**src/rtl/seven_seg_scanner_pkg.sv**
```systemverilog
// Shared constants for the vending display back-end: active-low gfedcba
// segment codes, digit index width and the flash-window state encoding.
package seven_seg_scanner_pkg;

  localparam int IDX_W      = 2;
  localparam int NUM_DIGITS = 4;

  localparam logic [6:0] SEG_0    = 7'h40;
  localparam logic [6:0] SEG_1    = 7'h79;
  localparam logic [6:0] SEG_2    = 7'h24;
  localparam logic [6:0] SEG_3    = 7'h30;
  localparam logic [6:0] SEG_4    = 7'h19;
  localparam logic [6:0] SEG_5    = 7'h12;
  localparam logic [6:0] SEG_6    = 7'h02;
  localparam logic [6:0] SEG_7    = 7'h78;
  localparam logic [6:0] SEG_8    = 7'h00;
  localparam logic [6:0] SEG_9    = 7'h10;
  localparam logic [6:0] SEG_DASH = 7'h3F;
  localparam logic [6:0] SEG_OFF  = 7'h7F;

  typedef enum logic {
    ST_IDLE  = 1'b0,
    ST_FLASH = 1'b1
  } flash_state_e;

  // Active-low one-cold anode pattern for digit index k (an[k] low).
  function automatic logic [NUM_DIGITS-1:0] digit_enable(input logic [IDX_W-1:0] idx);
    return ~(4'b0001 << idx);
  endfunction

endpackage

```
**src/rtl/seven_seg_scanner_bcd_to_seg.sv**
```systemverilog
// Combinational BCD nibble to active-low gfedcba decoder; non-decimal
// nibbles show a dash, blank_i forces all segments off.
module bcd_to_seg
  import seven_seg_scanner_pkg::*;
(
  input  logic [3:0] bcd_i,
  input  logic       blank_i,
  output logic [6:0] seg_o
);

  always_comb begin
    seg_o = SEG_DASH;
    if (blank_i) begin
      seg_o = SEG_OFF;
    end else begin
      case (bcd_i)
        4'd0:    seg_o = SEG_0;
        4'd1:    seg_o = SEG_1;
        4'd2:    seg_o = SEG_2;
        4'd3:    seg_o = SEG_3;
        4'd4:    seg_o = SEG_4;
        4'd5:    seg_o = SEG_5;
        4'd6:    seg_o = SEG_6;
        4'd7:    seg_o = SEG_7;
        4'd8:    seg_o = SEG_8;
        4'd9:    seg_o = SEG_9;
        default: seg_o = SEG_DASH;
      endcase
    end
  end

endmodule

```
**src/rtl/seven_seg_scanner.sv**
```systemverilog
// 4-digit multiplexed common-anode display driver for the vending controller,
// with a frozen, blinking flash window after each new dispense event.
module seven_seg_scanner
  import seven_seg_scanner_pkg::*;
#(
  parameter int REFRESH_DIV  = 100000,
  parameter int BLINK_DIV    = 12500000,
  parameter int FLASH_CYCLES = 100000000,
  parameter int BLANK_LZ     = 1
) (
  input  logic       clk,
  input  logic       reset,
  input  logic [7:0] left_display,
  input  logic [7:0] right_display,
  input  logic [3:0] item_dispense,
  output logic [3:0] an,
  output logic [6:0] seg,
  output logic       dp
);

  localparam int PRE_W = $clog2(REFRESH_DIV);
  localparam int BLK_W = $clog2(BLINK_DIV + 1);
  localparam int FL_W  = $clog2(FLASH_CYCLES + 1);

  localparam logic [PRE_W-1:0] PRE_LAST = PRE_W'(REFRESH_DIV - 1);
  localparam logic [BLK_W-1:0] BLK_LAST = BLK_W'(BLINK_DIV - 1);
  localparam logic [FL_W-1:0]  FL_LAST  = FL_W'(FLASH_CYCLES - 1);

  logic [PRE_W-1:0] presc_q;
  logic [IDX_W-1:0] idx_q;

  flash_state_e     state_q;
  logic [FL_W-1:0]  flash_cnt_q;
  logic [BLK_W-1:0] blink_cnt_q;
  logic             blink_phase_q;
  logic [7:0]       snap_left_q;
  logic [7:0]       snap_right_q;
  logic [3:0]       snap_item_q;
  logic [3:0]       prev_dispense_q;

  logic [3:0]       an_q, an_d;
  logic [6:0]       seg_q, seg_d;
  logic             dp_q, dp_d;

  logic             start;
  logic             flash_active;
  logic [7:0]       src_left;
  logic [7:0]       src_right;
  logic [3:0]       nibble;
  logic             is_tens;
  logic             blank_digit;

  assign start        = (item_dispense != 4'd0) && (prev_dispense_q == 4'd0);
  assign flash_active = (state_q == ST_FLASH);

  always_ff @(posedge clk) begin
    if (!reset) begin
      presc_q <= '0;
      idx_q   <= '0;
    end else if (presc_q == PRE_LAST) begin
      presc_q <= '0;
      idx_q   <= idx_q + 1'b1;
    end else begin
      presc_q <= presc_q + 1'b1;
    end
  end

  // Flash window FSM; a fresh start outranks the window-end clear.
  always_ff @(posedge clk) begin
    if (!reset) begin
      state_q         <= ST_IDLE;
      flash_cnt_q     <= '0;
      blink_cnt_q     <= '0;
      blink_phase_q   <= 1'b0;
      snap_left_q     <= '0;
      snap_right_q    <= '0;
      snap_item_q     <= '0;
      prev_dispense_q <= '0;
    end else begin
      prev_dispense_q <= item_dispense;
      if (start) begin
        state_q       <= ST_FLASH;
        flash_cnt_q   <= FL_LAST;
        blink_cnt_q   <= '0;
        blink_phase_q <= 1'b0;
        snap_left_q   <= left_display;
        snap_right_q  <= right_display;
        snap_item_q   <= item_dispense;
      end else begin
        case (state_q)
          ST_FLASH: begin
            if (flash_cnt_q == '0) begin
              state_q <= ST_IDLE;
            end else begin
              flash_cnt_q <= flash_cnt_q - 1'b1;
            end
            if (blink_cnt_q == BLK_LAST) begin
              blink_cnt_q   <= '0;
              blink_phase_q <= ~blink_phase_q;
            end else begin
              blink_cnt_q <= blink_cnt_q + 1'b1;
            end
          end
          default: begin
            state_q <= ST_IDLE;
          end
        endcase
      end
    end
  end

  always_comb begin
    src_left  = flash_active ? snap_left_q  : left_display;
    src_right = flash_active ? snap_right_q : right_display;
    nibble    = src_right[3:0];
    is_tens   = 1'b0;
    case (idx_q)
      2'd3: begin nibble = src_left[7:4];  is_tens = 1'b1; end
      2'd2: begin nibble = src_left[3:0];  is_tens = 1'b0; end
      2'd1: begin nibble = src_right[7:4]; is_tens = 1'b1; end
      default: begin nibble = src_right[3:0]; is_tens = 1'b0; end
    endcase
    blank_digit = (BLANK_LZ != 0) && is_tens && (nibble == 4'd0);
  end

  bcd_to_seg u_dec (
    .bcd_i   (nibble),
    .blank_i (blank_digit),
    .seg_o   (seg_d)
  );

  // The blank blink phase only turns off the anodes; the scan keeps running.
  always_comb begin
    an_d = digit_enable(idx_q);
    dp_d = 1'b1;
    if (flash_active && blink_phase_q) begin
      an_d = 4'hF;
    end else if (flash_active && snap_item_q[idx_q]) begin
      dp_d = 1'b0;
    end
  end

  always_ff @(posedge clk) begin
    if (!reset) begin
      an_q  <= 4'hF;
      seg_q <= SEG_OFF;
      dp_q  <= 1'b1;
    end else begin
      an_q  <= an_d;
      seg_q <= seg_d;
      dp_q  <= dp_d;
    end
  end

  assign an  = an_q;
  assign seg = seg_q;
  assign dp  = dp_q;

endmodule

```
**config.mk**
```make
export PLATFORM = sky130hd
export DESIGN_NAME = seven_seg_scanner
export DESIGN_NICKNAME = d
export VERILOG_FILES = /design/src/rtl/seven_seg_scanner_pkg.sv /design/src/rtl/seven_seg_scanner_bcd_to_seg.sv /design/src/rtl/seven_seg_scanner.sv
export SDC_FILE = /design/constraint.sdc
export NUM_CORES = 1
export LEC_CHECK = 0
export CAP_MARGIN = 30
export CELL_PAD_IN_SITES_DETAIL_PLACEMENT = 0
export CELL_PAD_IN_SITES_GLOBAL_PLACEMENT = 1
export CORE_MARGIN = 4
export CORE_UTILIZATION = 45
export CTS_CLUSTER_SIZE = 8
export DETAILED_ROUTE_END_ITERATION = 16
export PLACE_DENSITY = 0.84
export SYNTH_ARGS = -nofsm -noshare
export SYNTH_HDL_FRONTEND = slang
export SYNTH_SLANG_ARGS = --single-unit
```
**constraint.sdc**
```tcl
create_clock -name clk -period 3.8 [get_ports clk]
set_clock_uncertainty 0.05 [all_clocks]
set_input_delay 0.95 -clock clk [delete_from_list [all_inputs] [get_ports clk]]
set_output_delay 0.95 -clock clk [all_outputs]
set_load 0.02 [all_outputs]
```
* Word-level counts from Yosys, hierarchy flattened
Memories as Yosys holds them, arrays and structs flattened. A register that Yosys moved wholly into a read port is not among the register bits.
Index checks and enable logic that the tools add are counted.
Widths: inputs -> output; s select.
** Storage, ports and cells
- Output and inout bits :: 12
- Memory bits (read-only) :: 112
- Bits of input ports :: 22
- Memories kept :: 1
- Word-level logic and storage cells :: 61
- Flip-flop bits (word level) :: 101
** Memories
- (no name shown) :: words 16, width 7, read ports 1, clocked after Yosys merged registers in 1, write ports 0, RTL line seven_seg_scanner_bcd_to_seg.sv:16 : case (bcd_i)
** Cells by class
- Muxes and demuxes :: 14
- Eq/ne operators :: 6
- $lt $le $gt $ge :: 1
- Shift-type cells :: 1
- $add $sub $neg :: 4
- Bitwise logic cells :: 4
- Reductions and logical operators :: 17
** Operators by type and width (number)
- $mux 27 :: 3
- $logic_not 27->1 :: 1
- $sub 27x1->27 const B :: 1
- $add 24x1->24 const B :: 1
- $eq 24x24->1 const B :: 1
- $mux 24 :: 1
- $add 17x1->17 const B :: 1
- $eq 17x17->1 const B :: 1
- $mux 8 :: 2
- $pmux 4 s3 :: 1
- $reduce_or 2->1 :: 5
- $logic_not 4->1 :: 2
- $mux 1 :: 6
- $reduce_and 2->1 :: 3
- $eq 2x2->1 const B :: 2
- $logic_and 1x1->1 :: 4
- $not 4->4 :: 1
- $reduce_bool 4->1 :: 1
- $shl 1x2->4 const A :: 1
- $lt 2x3->1 const B :: 1
- $not 1->1 :: 3
- $add 2x1->2 const B :: 1
- $bmux 1 s2 :: 1
- $eq 2x1->1 const B :: 1
- other kinds (2) :: 2

* Depth between registers and ports, before layout
- Word-level depth :: 5
- Mapped depth :: 11
- Mapped depth without buffers :: 10

* Modules after synthesis
From an unflattened synthesis, not the netlist that was laid out.
** Second synthesis, totals
- Cells, all modules :: 572
- Area, all modules :: 5003.5 µm²
** Modules (own cells, without submodules)
- seven_seg_scanner :: instances 1, seq. area each 2162.1 µm², area each 4768.3 µm², cells an instance 537
- bcd_to_seg :: instances 1, seq. area each 0.0 µm², area each 235.2 µm², cells an instance 35

* Least setup slack after synthesis
OpenSTA, ideal clock, no wires.
- Kind :: input-to-reg
- Start point :: in left_display[5]
- End point :: reg seg_q[4], in the netlist seg[4]
- Arrival :: 2.218 ns
- Path slack :: 1.416 ns
- Stages on the path :: 8
- Path buffers :: 0
- Data required time :: 3.634 ns
- Library setup time :: 0.116 ns
- Path through :: a21oi_1 > a221o_1 > and2_1 > ha_1 > o21ai_0 > nor3_1 > a21o_1 > a31o_2
** Between the ends
- Longest elaborated chain between the ends :: 5
** Ends and longest elaborated chain
- start: declaration :: RTL line seven_seg_scanner.sv:13 : input logic [7:0] left_display,
- $mux 8 * :: RTL line seven_seg_scanner.sv:113 : src_left = flash_active ? snap_left_q : left_display;
- $pmux 4 s3 * :: RTL line seven_seg_scanner.sv:117 : case (idx_q)
- $logic_not 4->1 :: RTL line seven_seg_scanner.sv:123 : blank_digit = (BLANK_LZ != 0) && is_tens && (nibble == 4'd0);
- $logic_and 1x1->1 :: RTL line seven_seg_scanner.sv:123
- $reduce_or 2->1 (no source line)
- end: declaration :: RTL line seven_seg_scanner.sv:42 : logic [6:0] seg_q, seg_d;
Every way passes the cells marked *; elsewhere a longest branch is shown, timed or not.
A chain may end at the register's enable or synchronous reset.

* Worst setup path in the final report
- Start point :: in left_display[4]
- End point :: reg seg_q[6], in the netlist seg[6]
The elaborated chain is that of the path after synthesis.

==> results_dict.tcl <==
set metrics [dict create \
    p_leak_nw 1.96 \
    maxCapViolCount 0 \
    clk_latency_ns 0.38 \
    power.internal_w 0.00159 \
    hold_class "flip-flop to flip-flop" \
    tightest_slew_ns 0.970 \
    ir_worst_vdd_mv 0.238 \
    ys_warn_count 0 \
    clkTransAtPathRegs_ns 0.11 \
    worst-setup-path-type "input port to flip-flop" \
    rsz0062_at_grt "false" \
    ant_nets 0 \
    cts_resized 0 \
    grt_util_all_layers_pct 16.9 \
    seqPwrFrac_pct 55.4 \
    cts_setup_buffers 0 \
    hold_buffers 0 \
    yosysTopAreaCell "dfxtp_1" \
    syn_inst 557 \
    detail_route.vias_per_cell 5.48 \
    finalSetupTns_ns 0 \
    drt-pass1-iter-count 4 \
    crit_slowest_cell "clkdlybuf4s50_1" \
    pwr-share-clk_pct 30.6 \
    status "complete, no violations" \
    critPathMaxStageDelay_ns 0.44 \
    crit_path_cell_trace "clkdlybuf4s50_1, a222oi_1, a22oi_1, nand2_1, ha_1, o21ai_0, nor3_1, a21o_1, o21bai_1" \
    arrival_ns 2.94 \
    crit_fanout 5 \
    critPathRequiredTime_ns 4.06 \
    finalCriticalPeriod_ns 2.68 \
    final-setup-viol-count 0 \
    fin_util_pct 53.0 \
    dieArea_sq_um 12600 \
    ios 34 \
    finalCritPeriodShare_pct 70.6 \
    clock_path_buffers 2 \
    grt_pass1_vias 3687 \
    finalMaxSlewViolations 0 \
    worstSetupStartpointType "input port" \
    ys_seq_elements 108 \
    grt_first_pass_wirelength_microns 17600 \
    async_flop_share_pct 0 \
    synthTopCellsByCount "dfxtp_1, nand2_1, nor2_1" \
    powerDensity_nw_per_um2 403 \
    gr-total-overflow 0 \
    antenna_found_initial 0 \
    cts_tree "built" \
    dpl.hpwl_microns 7120 \
    max_freq_mhz 373 \
    rows 37 \
    yosys.area_share.simple_pct 24.0 \
    yosysSeqAreaShare_pct 44.1 \
    fp.dieH_microns 112 \
    antenna_cells 0 \
    synth_fp_nets 592 \
    die_x_microns 112 \
    synth_top_family_by_area "simple AND/OR/NAND/NOR gates" \
    start_util_pct 46.9 \
    relSlewSlack_pct 34.8 \
    clock-sinks 108 \
    area_delta_synth_final_pct 13.0 \
    worstSetupEndpointType "flip-flop" \
    wl_microns 10300 \
    drive_above_1_share_pct 6.29 \
    synthTopCellsByArea "dfxtp_1, xor2_1, nand2_1" \
    gp_congestion 0.831 \
    cts_root_buffer "clkbuf_8" \
    core_area_sq_um 10500 \
    synth-xor-area-share_pct 9.29 \
    final_hold_viol_count 0 \
    synthMuxAreaShare_pct 1.63 \
    synth_area_sq_um 4900 \
    cts.htree.levels 3 \
    cts_buffers 9 \
    yosys.area_share.adder_pct 3.32 \
    port_buffers 33 \
    grt_max_degree 43 \
    syn_area_per_cell_sq_um 8.80 \
    synth_edf_count 0 \
    yosysMostFrequentCell "dfxtp_1" \
    netlist.area_leader.share_pct 44.1 \
    synth_ff_type "dfxtp_1" \
    nets 618 \
    switching_share_pct 28.6 \
    drcViolationCount 0 \
    fin_worst_hold_slack_ns 0.414 \
    p_comb_share_pct 14.0 \
    drt_iter0_drc 294 \
    ys_types 58 \
    p_switching_w 0.000639 \
    post_drt_wl_per_cell_microns 14.2 \
    synth_compound_area_share_pct 14.2 \
    via_count 3966 \
]
==> through the flow <==
step / power, W / instance area [sq um] / std cells / worst slack (ns)
floorplan: 0.00147 / 4900 / 557 / 1.42
global placement: 0.00157 / 5350 / 708 / 0.781
detailed placement: 0.00158 / 5350 / 708 / 0.717
CTS: 0.00226 / 5540 / 724 / 1.12
global route: 0.00235 / 5540 / 724 / 0.911
finish: 0.00223 / 5540 / 724 / 1.12
==> state kept, by name (all words and copies together), names as in the netlist, 4 cells and up <==
name,cells
snap_left_q,8
blink_cnt_q,24
snap_item_q,4
seg,7
snap_right_q,8
prev_dispense_q,4
flash_cnt_q,27
an,4
presc_q,17
==> final timing paths <==
kind | endpoint | depth (start not counted) | startpoint | slack, ns
setup reg to reg | seg[4] | 9 | idx_q[0] | 1.12
hold / removal | snap_right_q[3] | 2 | snap_right_q[3] | 0.41
hold reg to reg | snap_right_q[3] | 2 | snap_right_q[3] | 0.41
setup / recovery | seg[6] | 9 | left_display[4] | 1.12
==> worst max-delay path, delay by kind of cell <==
family / cells / cell delay, ns
simple gates: 2 / 0.46
compound gates: 5 / 0.88
fa+ha+maj: 1 / 0.20
buf+inv: 1 / 0.44
==> layout make-up <==
cell class                 count  area (sq um)
fill                         984          4920
clock inverter                 6          53.8
tap                          136           170
inverter                      15          56.3
clock buffer                  10           138
multi-input combinational    410          2590
sequential                   108          2160
timing repair buffer          39           375
==> placed cells by master, fill, tap and decap left out, types with 2 or more instances in the layout <==
cell,count
dfxtp_1,108
nand2_1,63
nor2_1,58
a21oi_1,40
xor2_1,34
clkdlybuf4s50_1,33
nand3_1,22
xnor2_1,18
o21ai_0,15
nand4_1,14
inv_1,14
nor3_1,13
ha_1,13
nor4_1,10
clkbuf_8,10
mux2i_1,8
a22oi_1,8
or3_1,7
and4_1,7
and2_1,7
and3_1,6
o31ai_1,6
a31oi_1,6
buf_4,6
or4_1,5
nor2b_1,4
o22a_1,4
o2111ai_1,3
o211ai_1,3
nand2b_1,3
nor3_2,2
or4_4,2
a21o_1,2
or2_2,2
nor4b_1,2
a221o_1,2
a221oi_1,2
clkinv_4,2
inv_6,2
==> cells by family after synthesis <==
| group | count (synthesis) |
|---|---|
| DFF | 108 |
| muxes | 8 |
| adders and majority gates | 13 |
| xor gates and xnor gates | 52 |
| AOI/OAI and AO/OA | 105 |
| and+or+nand+nor | 232 |
| buffers and inverters | 39 |
==> power groups by stage <==
stage / Combinational (W) / Clock (W) / Sequential [W]
3_5_place_dp: 0.000313 / 0 / 0.00126
2_1_floorplan: 0.000208 / 0 / 0.00126
6_report: 0.000314 / 0.000682 / 0.00124
5_1_grt: 0.000347 / 0.000752 / 0.00125
4_1_cts: 0.000315 / 0.000707 / 0.00124
3_3_place_gp: 0.000310 / 0 / 0.00126
==> metal layers <==
metal | GRT usage [%] | vias to the layer above | wire (microns) | share of wire [%]
met1 | 22.7 | 1845 | 5050 | 49
met5 | 0 | - | 0 | 0
met3 | 5.44 | 8 | 522 | 5.1
met2 | 26.2 | 77 | 4630 | 45
li1 | - | 2036 | - | -
met4 | 4.33 | 0 | 108 | 1.0
(Power assumes the default switching activity.)
